==> src/rtl/gray_seq_gen.sv <==
// gray_seq_gen: bounded Gray-code source on a valid/ready interface.
// A binary counter advances on each accepted beat. Its Gray encoding is
// presented on a registered output, and a run ends with a one-cycle done pulse.
module gray_seq_gen #(
  parameter int VEC_W = 4
) (
  input  logic             clk,
  input  logic             reset_n,
  input  logic             start_i,
  input  logic [VEC_W-1:0] seed_i,
  input  logic [VEC_W:0]   len_i,
  input  logic             dir_i,
  input  logic             ready_i,
  output logic             valid_o,
  output logic [VEC_W-1:0] gray_o,
  output logic             last_o,
  output logic             busy_o,
  output logic             done_o
);

  typedef enum logic [1:0] {
    IDLE = 2'd0,
    RUN  = 2'd1,
    DONE = 2'd2
  } state_t;

  localparam logic [VEC_W:0] REM_ONE = (VEC_W+1)'(1);

  state_t           state_q, state_d;
  logic [VEC_W-1:0] bin_q, bin_d;
  logic [VEC_W:0]   rem_q, rem_d;
  logic             dir_q, dir_d;
  logic [VEC_W-1:0] gray_q, gray_d;
  logic             valid_q, valid_d;
  logic             last_q, last_d;
  logic             busy_q, busy_d;
  logic             done_q, done_d;

  logic [VEC_W-1:0] bin_step;
  logic [VEC_W:0]   rem_dec;

  function automatic logic [VEC_W-1:0] to_gray(input logic [VEC_W-1:0] b);
    return b ^ (b >> 1);
  endfunction

  // Next counter value and remaining count for an accepted beat.
  // The counter wraps modulo 2^VEC_W in both directions.
  always_comb begin
    bin_step = dir_q ? (bin_q + VEC_W'(1)) : (bin_q - VEC_W'(1));
    rem_dec  = rem_q - REM_ONE;
  end

  // Next-state and next-output logic.
  // All outputs come from flops, so ready_i never reaches a port combinationally.
  always_comb begin
    state_d = state_q;
    bin_d   = bin_q;
    rem_d   = rem_q;
    dir_d   = dir_q;
    gray_d  = gray_q;
    valid_d = valid_q;
    last_d  = last_q;
    busy_d  = busy_q;
    done_d  = 1'b0;

    case (state_q)
      IDLE: begin
        valid_d = 1'b0;
        busy_d  = 1'b0;
        last_d  = 1'b0;
        if (start_i) begin
          dir_d = dir_i;
          bin_d = seed_i;
          rem_d = len_i;
          if (len_i == '0) begin
            state_d = DONE;
            done_d  = 1'b1;
          end else begin
            state_d = RUN;
            valid_d = 1'b1;
            busy_d  = 1'b1;
            gray_d  = to_gray(seed_i);
            last_d  = (len_i == REM_ONE);
          end
        end
      end

      RUN: begin
        // While ready_i is low, every register holds and the beat is not retracted.
        if (valid_q && ready_i) begin
          if (rem_q == REM_ONE) begin
            state_d = DONE;
            valid_d = 1'b0;
            busy_d  = 1'b0;
            last_d  = 1'b0;
            done_d  = 1'b1;
          end else begin
            bin_d  = bin_step;
            rem_d  = rem_dec;
            gray_d = to_gray(bin_step);
            last_d = (rem_dec == REM_ONE);
          end
        end
      end

      DONE: begin
        state_d = IDLE;
        valid_d = 1'b0;
        busy_d  = 1'b0;
        last_d  = 1'b0;
      end

      default: begin
        state_d = IDLE;
        valid_d = 1'b0;
        busy_d  = 1'b0;
        last_d  = 1'b0;
      end
    endcase
  end

  // State and output registers. An asynchronous reset aborts any run
  // without producing a done pulse.
  always_ff @(posedge clk or negedge reset_n) begin
    if (!reset_n) begin
      state_q <= IDLE;
      bin_q   <= '0;
      rem_q   <= '0;
      dir_q   <= 1'b0;
      gray_q  <= '0;
      valid_q <= 1'b0;
      last_q  <= 1'b0;
      busy_q  <= 1'b0;
      done_q  <= 1'b0;
    end else begin
      state_q <= state_d;
      bin_q   <= bin_d;
      rem_q   <= rem_d;
      dir_q   <= dir_d;
      gray_q  <= gray_d;
      valid_q <= valid_d;
      last_q  <= last_d;
      busy_q  <= busy_d;
      done_q  <= done_d;
    end
  end

  assign valid_o = valid_q;
  assign gray_o  = gray_q;
  assign last_o  = last_q;
  assign busy_o  = busy_q;
  assign done_o  = done_q;

endmodule
==> config.mk <==
export PLATFORM = sky130hd
export DESIGN_NAME = gray_seq_gen
export DESIGN_NICKNAME = d
export VERILOG_FILES = /design/src/rtl/gray_seq_gen.sv
export SDC_FILE = /design/constraint.sdc
export NUM_CORES = 1
export LEC_CHECK = 0
export BUFFER_PORTS_ARGS = -buffer_cell sky130_fd_sc_hd__buf_4
export CAP_MARGIN = 25
export CORE_ASPECT_RATIO = 1.4
export CORE_UTILIZATION = 29
export CTS_CLUSTER_DIAMETER = 80
export DETAILED_ROUTE_END_ITERATION = 16
export PLACE_DENSITY_LB_ADDON = 0.12
export SLEW_MARGIN = 20
export SYNTH_ARGS = -nofsm -noshare
export SYNTH_HDL_FRONTEND = slang
export SYNTH_SLANG_ARGS = --single-unit
==> constraint.sdc <==
create_clock -name clk -period 4.95 [get_ports clk]
set_input_delay 1.2375 -clock clk [delete_from_list [all_inputs] [get_ports clk]]
set_output_delay 1.2375 -clock clk [all_outputs]
set_load 0.005 [all_outputs]
Word-level counts from Yosys, hierarchy flattened
Index checks and enable logic that the tools add are counted.
- ROM bits: 0
- bits in writable memories: 0
- output and inout port bits: 8
- memories kept: 0
- latch bits: 0
- bits in registers: 19
- word-level logic and storage cells: 65
- bits of input ports: 14
- div/mod/pow operators: 0
- $mul: 0
- eq/ne operators: 9
- mux-type cells: 34
- reductions and logical operators: 9
- add/subtract/negate cells: 3
- $lt $le $gt $ge: 0
- shift-type cells: 0
- bitwise operators: 2
- operators by type and width (kind ; number):
    $mux W4 ; 8
    $pmux W4 S2 ; 2
    $eq A5 B1 Y1 const B ; 3
    $mux W5 ; 3
    $mux W1 ; 12
    $ne A2 B2 Y1 const B ; 5
    $pmux W5 S2 ; 1
    $mux W2 ; 4
    $xor A4 B3 Y4 ; 2
    $pmux W1 S2 ; 3
    $logic_not A5 Y1 ; 1
    $reduce_and A5 Y1 ; 1
    $sub A5 B1 Y5 const B ; 1
    $add A4 B1 Y4 const B ; 1
    $pmux W2 S2 ; 1
    $reduce_and A2 Y1 ; 2
    $reduce_and A4 Y1 ; 1
    $sub A4 B1 Y4 const B ; 1
    $reduce_and A3 Y1 ; 1
    $eq A2 B1 Y1 const B ; 1
    $logic_not A2 Y1 ; 1
    $reduce_bool A2 Y1 ; 1
    $logic_and A1 B1 Y1 ; 1

Depth between registers and ports, before layout
Gate-level depths: netlist of run 1.
- depth in word-level cells: 6
- mapped depth: 7
- depth with buffers taken out: 7

Worst setup path before layout of run 1
Ideal clock, no wire load.
- kind: input -> register
- start point: input port start_i
- end point: register gray_q[0] (netlist: gray_o[0])
- buffers on the path: 0
- slack: 2.629 ns
- setup time: 0.125 ns
- required time: 4.825 ns
- arrival time: 2.196 ns
- cell stages on the path: 4
- path through: nand2b_1 or2_2 o22ai_4 mux2_2
- cells in the longest elaborated chain, start to end: 2
- RTL lines (what ; RTL line ; text):
    from (decl) ; 9 ; input logic start_i,
    $ne A2 B2 Y1 (no source line) ; - ;
    $reduce_and A5 Y1 (no source line) ; - ;
    to (signal assigned) ; 140 ; gray_q <= gray_d;
    to (decl) ; 33 ; logic [VEC_W-1:0] gray_q, gray_d;
No other way between the ends.
A chain may end at the register's enable or synchronous reset.

Final worst setup path of run 1
- start point: input port len_i[1]
- end point: register gray_q[0] (netlist: gray_o[0])
- cells in the longest elaborated chain, start to end: 3
- RTL lines (what ; RTL line ; text):
    from (decl) ; 11 ; input logic [VEC_W:0] len_i,
    $logic_not A5 Y1 ; 75 ; if (len_i == '0) begin
    $ne A2 B2 Y1 (no source line) ; - ;
    $reduce_and A5 Y1 (no source line) ; - ;
No other way between the ends.

==> flow_metrics.tcl, run 1 <==
set metrics [dict create \
    dr.pass1.iters 10 \
    wl_per_cell_um 14.23 \
    clk_latency_ps 260 \
    globalRouteOverflowTotal 0 \
    portBuffers 21 \
    power_w 0.001066 \
    clk_pin_slew_ps 70 \
    grt_pass1_vias 1027 \
    die_area_um2 4563 \
    post-place-cells 193 \
    fin_ws_ps 2638 \
    grt_max_degree 20 \
    finalMaxSlewViolations 0 \
    core-area_um2 4020 \
    avgSynthCellArea_um2 9.222 \
    cts_made_buffers 3 \
    synth_area_um2 1245 \
    instances_no_fill 198 \
    drc_errors 5 \
    maxCapViolCount 0 \
    synth_ff_type "dfrtp_1" \
    fmax_ghz 0.4326 \
    num_vias 995 \
    synth.distinct_cells 41 \
    die_y_um 79.53 \
    ys_top_cells_by_area "dfrtp_1, xnor2_1, a21oi_1, ha_1, nor2_1" \
    drive_above_1_share_pct 23.23 \
    setup_violations 0 \
    grt_pass1_wl_um 4788 \
    cts.repair.resized 0 \
    cts_root_buf "clkbuf_8" \
    grt_util_all_layers_pct 13.83 \
    vdd_drop_max_mv 0.2091 \
    multi_input_area_um2 713.2 \
    area_growth_pct 18.29 \
    netlist_instances 135 \
    violations "DRC" \
    hold_buffers 0 \
    synth_top_area_share_pct 38.19 \
    fillers 420 \
    synth-warning-count 0 \
    die_w_um 57.38 \
    routed_via_density 5.025 \
    synth_edf_count 0 \
    synth-seq-area-share_pct 38.19 \
    synth_top_area_cell "dfrtp_1" \
    layout_min_cycle_time_ps 2312 \
    synth_fp_nets 155 \
    worstMarginPinSlew_ps 484.2 \
    required_ps 5100 \
    start_util_pct 30.97 \
    cp-end-kind "flop" \
    final.period_utilization_pct 46.70 \
    fin_tns_setup_ps 0 \
    seqCellArea_um2 475.5 \
    cts.sinks 19 \
    rsz0062_at_grt "no" \
    skew_ps 0.9664 \
    n_antenna_cell 0 \
    drt_iter0_drc 15 \
    hold_viol 0 \
    gp_congestion 0.7285 \
    path_max_fanout 6 \
    cp-start-kind "primary input" \
    leakagePower_nw 0.6509 \
    ant_nets 0 \
    relSlewSlack_pct 67.72 \
    arrival_ps 2460 \
    status "finished, violations left" \
    io_pins 22 \
    post-cts-setup-buffer-count 0 \
    synth_seq_cells 19 \
    cts_max_level 1 \
    cts_tree "done" \
    fin_nets 176 \
    power_density_nw_per_um2 724.1 \
    crit_type "primary input to flop" \
    synth-async-reset-ratio_pct 100.0 \
    routed_wirelength_um 2817 \
    cts_buffer_depth 2 \
    place_ws_ps 2365 \
    std_cell_rows 27 \
    hold_class "flop to flop" \
    dp.final_hpwl_um 2222 \
    antenna_found_initial 0 \
]
path summary, 6_finish.rpt:
kind	from	to	depth (start not counted)	slack (ps)
min reg2reg	gray_o[1]	gray_o[1]	1	520
max in group asynchronous	reset_n	bin_q[0]	1	3900
min	gray_o[1]	gray_o[1]	1	520
max	len_i[1]	gray_o[0]	5	2640
max reg2reg	rem_q[1]	rem_q[2]	7	3040
min in group asynchronous	reset_n	gray_o[3]	1	840
through the flow:
step	util [%]	hold slack (ps)	instance area [um2]
finish	36.63	518.0	1473
global route	36.63	544.8	1473
floorplan	-	454.8	1245
CTS	36.45	523.3	1465
detailed placement	35.29	506.4	1419
global placement	35.29	493.1	1419
logic make-up after synthesis:
kind of cell             Yosys count  share of synthesized area [%]
AO/OA/AOI/OAI                     38                          20.60
XOR/XNOR                          11                          7.739
flip-flops                        19                          38.19
adder cells (fa/ha/maj)            6                          6.633
multiplexers                       4                          3.517
AND/OR/NAND/NOR                   46                          18.79
buffers and inverters             11                          4.522
registers in the layout (all words and copies together), names as in the netlist:
signal and flops:
bin_q 4, busy_o 1, dir_q 1, done_o 1, gray_o 4, last_o 1, rem_q 5, state_q 2
Yosys cell counts, types with 2 or more instances:
master and number:
a21oi_1 13, a31oi_1 3, buf_2 3, dfrtp_1 19, ha_1 5, inv_1 5, mux2_2 3, nand2_1 14
nand2b_1 3, nand3_1 2, nand3b_1 2, nor2_1 16, nor3_1 2, o21ai_0 7, o22ai_1 2, or2_2 2
xnor2_1 8, xor2_1 3
layout by cell type (no fill, tap or decap), types with 3 or more instances in the layout:
cell type	count
a21oi_1	13
a31oi_1	3
buf_4	22
clkbuf_8	3
dfrtp_1	19
ha_1	5
inv_1	5
mux2_2	3
nand2_1	14
nand2b_1	3
nor2_1	16
o21ai_0	7
xnor2_1	8
xor2_1	3
worst max-delay path, cell delays in order:
cell and delay, ps:
buf_4 110, nor4_1 430, and2b_1 280, o22ai_4 110
mux2_2 290
report_power, final:
part / total [W] / switching, W / internal [W]
Sequential: 0.000308 / 0.0000820 / 0.000226
Clock: 0.000108 / 0.0000516 / 0.0000560
Combinational: 0.000651 / 0.000330 / 0.000322
area by class of cell:
cell class | instances | share of cell area, %
clock buffer | 3 | 2.804
clock inverter | 1 | 0.3398
inverter | 5 | 1.274
multi-input combinational | 105 | 48.43
sequential | 19 | 32.29
tap | 43 | 3.653
timing repair buffer | 22 | 11.21
metal layers:
layer / track usage, % / share of wire (%)
met4: 5.122 / 1.8
met1: 16.00 / 42
met3: 2.107 / 3.3
met5: 0 / 0
met2: 25.12 / 52
(Power assumes the default switching activity.)
==> run 2, diff against run 1 <==
clock period = 1.9 ns   (was 4.95 ns; I/O delays follow)
==> flow_metrics.tcl, run 2 (synthesized netlist as in run 1, its figures left out) <==
set metrics [dict create \
    path_depth 7 \
    finalMaxSlewViolations 0 \
    post-place-cells 203 \
    drt_iter0_drc 20 \
    rsz0062_at_grt "no" \
    hold_class "primary input to asynchronous set/reset pin" \
    seqCellArea_um2 475.5 \
    leakagePower_nw 0.7037 \
    clk_latency_ps 260 \
    antenna_found_initial 0 \
    start_util_pct 30.97 \
    p_switching_w 0.001212 \
    grt_pass1_wl_um 4809 \
    layout_min_cycle_time_ps 1807 \
    crit_buf_inv 1 \
    n_antenna_cell 0 \
    relSlewSlack_pct 70.39 \
    power_density_nw_per_um2 1853 \
    largest_register "rem_q" \
    cts_made_buffers 3 \
    required_ps 2050 \
    dr.pass1.iters 10 \
    grt_max_degree 20 \
    clkPwrFrac_pct 10.0 \
    cts_tree "done" \
    grt.met1_usage_pct 16.00 \
    final.period_utilization_pct 95.09 \
    path_max_fanout 6 \
    std_cell_rows 27 \
    fin_nets 187 \
    r2r_start "rem_q[1]" \
    gp_congestion 0.7819 \
    path_cells "inv_2 > ha_1 > or4b_4 > nand4_4 > a21o_4 > nor3_1 > a211o_1" \
    routed_via_density 4.995 \
    clk_pin_slew_ps 80 \
    die_y_um 79.53 \
    maxCapViolCount 0 \
    cts_buffer_depth 2 \
    p_sw_share_pct 41.65 \
    grt_use_met2_pct 25.23 \
    io_pins 22 \
    grt_pass1_vias 1064 \
    multi_input_area_um2 728.2 \
    area_growth_pct 26.13 \
    largest_reg_flops 5 \
    drive_above_1_share_pct 29.52 \
    cts_max_level 1 \
    wl_per_cell_um 13.49 \
    cts.sinks 19 \
    setup_violations 0 \
    reg2reg_to "rem_q[0]" \
    portBuffers 21 \
    cp-end-kind "flop" \
    globalRouteOverflowTotal 0 \
    cts_root_buf "clkbuf_8" \
    cp-start-kind "flop" \
    skew_ps 4.947 \
    grt_use_met3_pct 2.107 \
    die_w_um 57.38 \
    worstMarginPinSlew_ps 444.1 \
    r2r_slack_ps 90 \
    grt-busiest-layer "met2" \
    internal_power_w 0.001698 \
    combPwrFrac_pct 65.3 \
    hold_viol 0 \
    critPathTopFamily "simple AND/OR/NAND/NOR gates" \
    routed_wirelength_um 2819 \
    fillers 412 \
    r2r_cells 7 \
    drc_errors 4 \
    mostFrequentLayoutCells "buf_4, dfrtp_1, nor2_1" \
    vdd_drop_max_mv 0.7084 \
    grt_util_all_layers_pct 13.87 \
    fmax_ghz 0.5535 \
    final_common_cell "buf_4" \
    instances_no_fill 209 \
    hold_buffers 0 \
    power_frac_seq_pct 24.7 \
    whs_ps 81.03 \
    ant_nets 0 \
    slowest_delay_ps 490 \
    status "finished, violations left" \
    violations "DRC" \
    die_area_um2 4563 \
    dp.final_hpwl_um 2208 \
    num_vias 1044 \
    crit_type "flop to flop" \
    core-area_um2 4020 \
    arrival_ps 1960 \
    cpMaxStageDelayCell "or4b_4" \
]
-- run 2: changes by cell type in the layout (fill, tap and decap cells not counted), sizes merged --
| cell | delta |
|---|---|
| buf | +11 |
-- run 2: final cells by class --
cell class	count	share of cell area (%)
Tap cell	43	3.426
Inverter	5	1.195
Clock buffer	3	2.629
Multi-Input combinational cell	105	46.37
Clock inverter	1	0.3187
Sequential cell	19	30.28
Timing Repair Buffer	33	15.78
-- run 2: timing repair --
item / CTS / global route
gates resized for setup: 0 / 3
endpoints found under the setup margin: 0 / 8
setup buffers: 0 / 2
endpoints found under the hold margin: 0 / 0
-- run 2: power groups by stage --
stage	sequential, W	clock, W	combinational [W]
after CTS	0.000719	0.000307	0.00187
after global routing	0.000743	0.000320	0.00215
after global placement	0.000725	0	0.00185
after floorplan	0.000723	0	0.00139
after detailed placement	0.000728	0	0.00186
final	0.000718	0.000291	0.00190
-- run 2: worst max-delay path by stage --
stage                end  startpoint
6_report        rem_q[0]    rem_q[1]
5_1_grt        gray_o[3]       dir_q
4_1_cts         rem_q[2]    rem_q[1]
3_5_place_dp   gray_o[1]    len_i[1]
3_3_place_gp   gray_o[0]    len_i[1]
2_1_floorplan   rem_q[0]    rem_q[1]
-- run 2: per-layer routing --
layer,routed length [um],up-vias,part of all wire [%]
met2,1464,15,52
met4,37,0,1.3
met5,0,-,0
met1,1241,489,44
li1,-,536,-
met3,76,4,2.7
-- run 2: per-stage QoR --
step                cell area (um2)  worst slack [ps]  util, %  total power [W]  TNS [ps]
floorplan                      1245             143.0        -         0.002112         0
global placement               1494            -7.361    37.16         0.002575    -12.69
detailed placement             1494             24.28    37.16         0.002586         0
CTS                            1540             23.96    38.31         0.002894         0
global route                   1570             1.217    39.06         0.003211         0
finish                         1570             93.34    39.06         0.002910         0
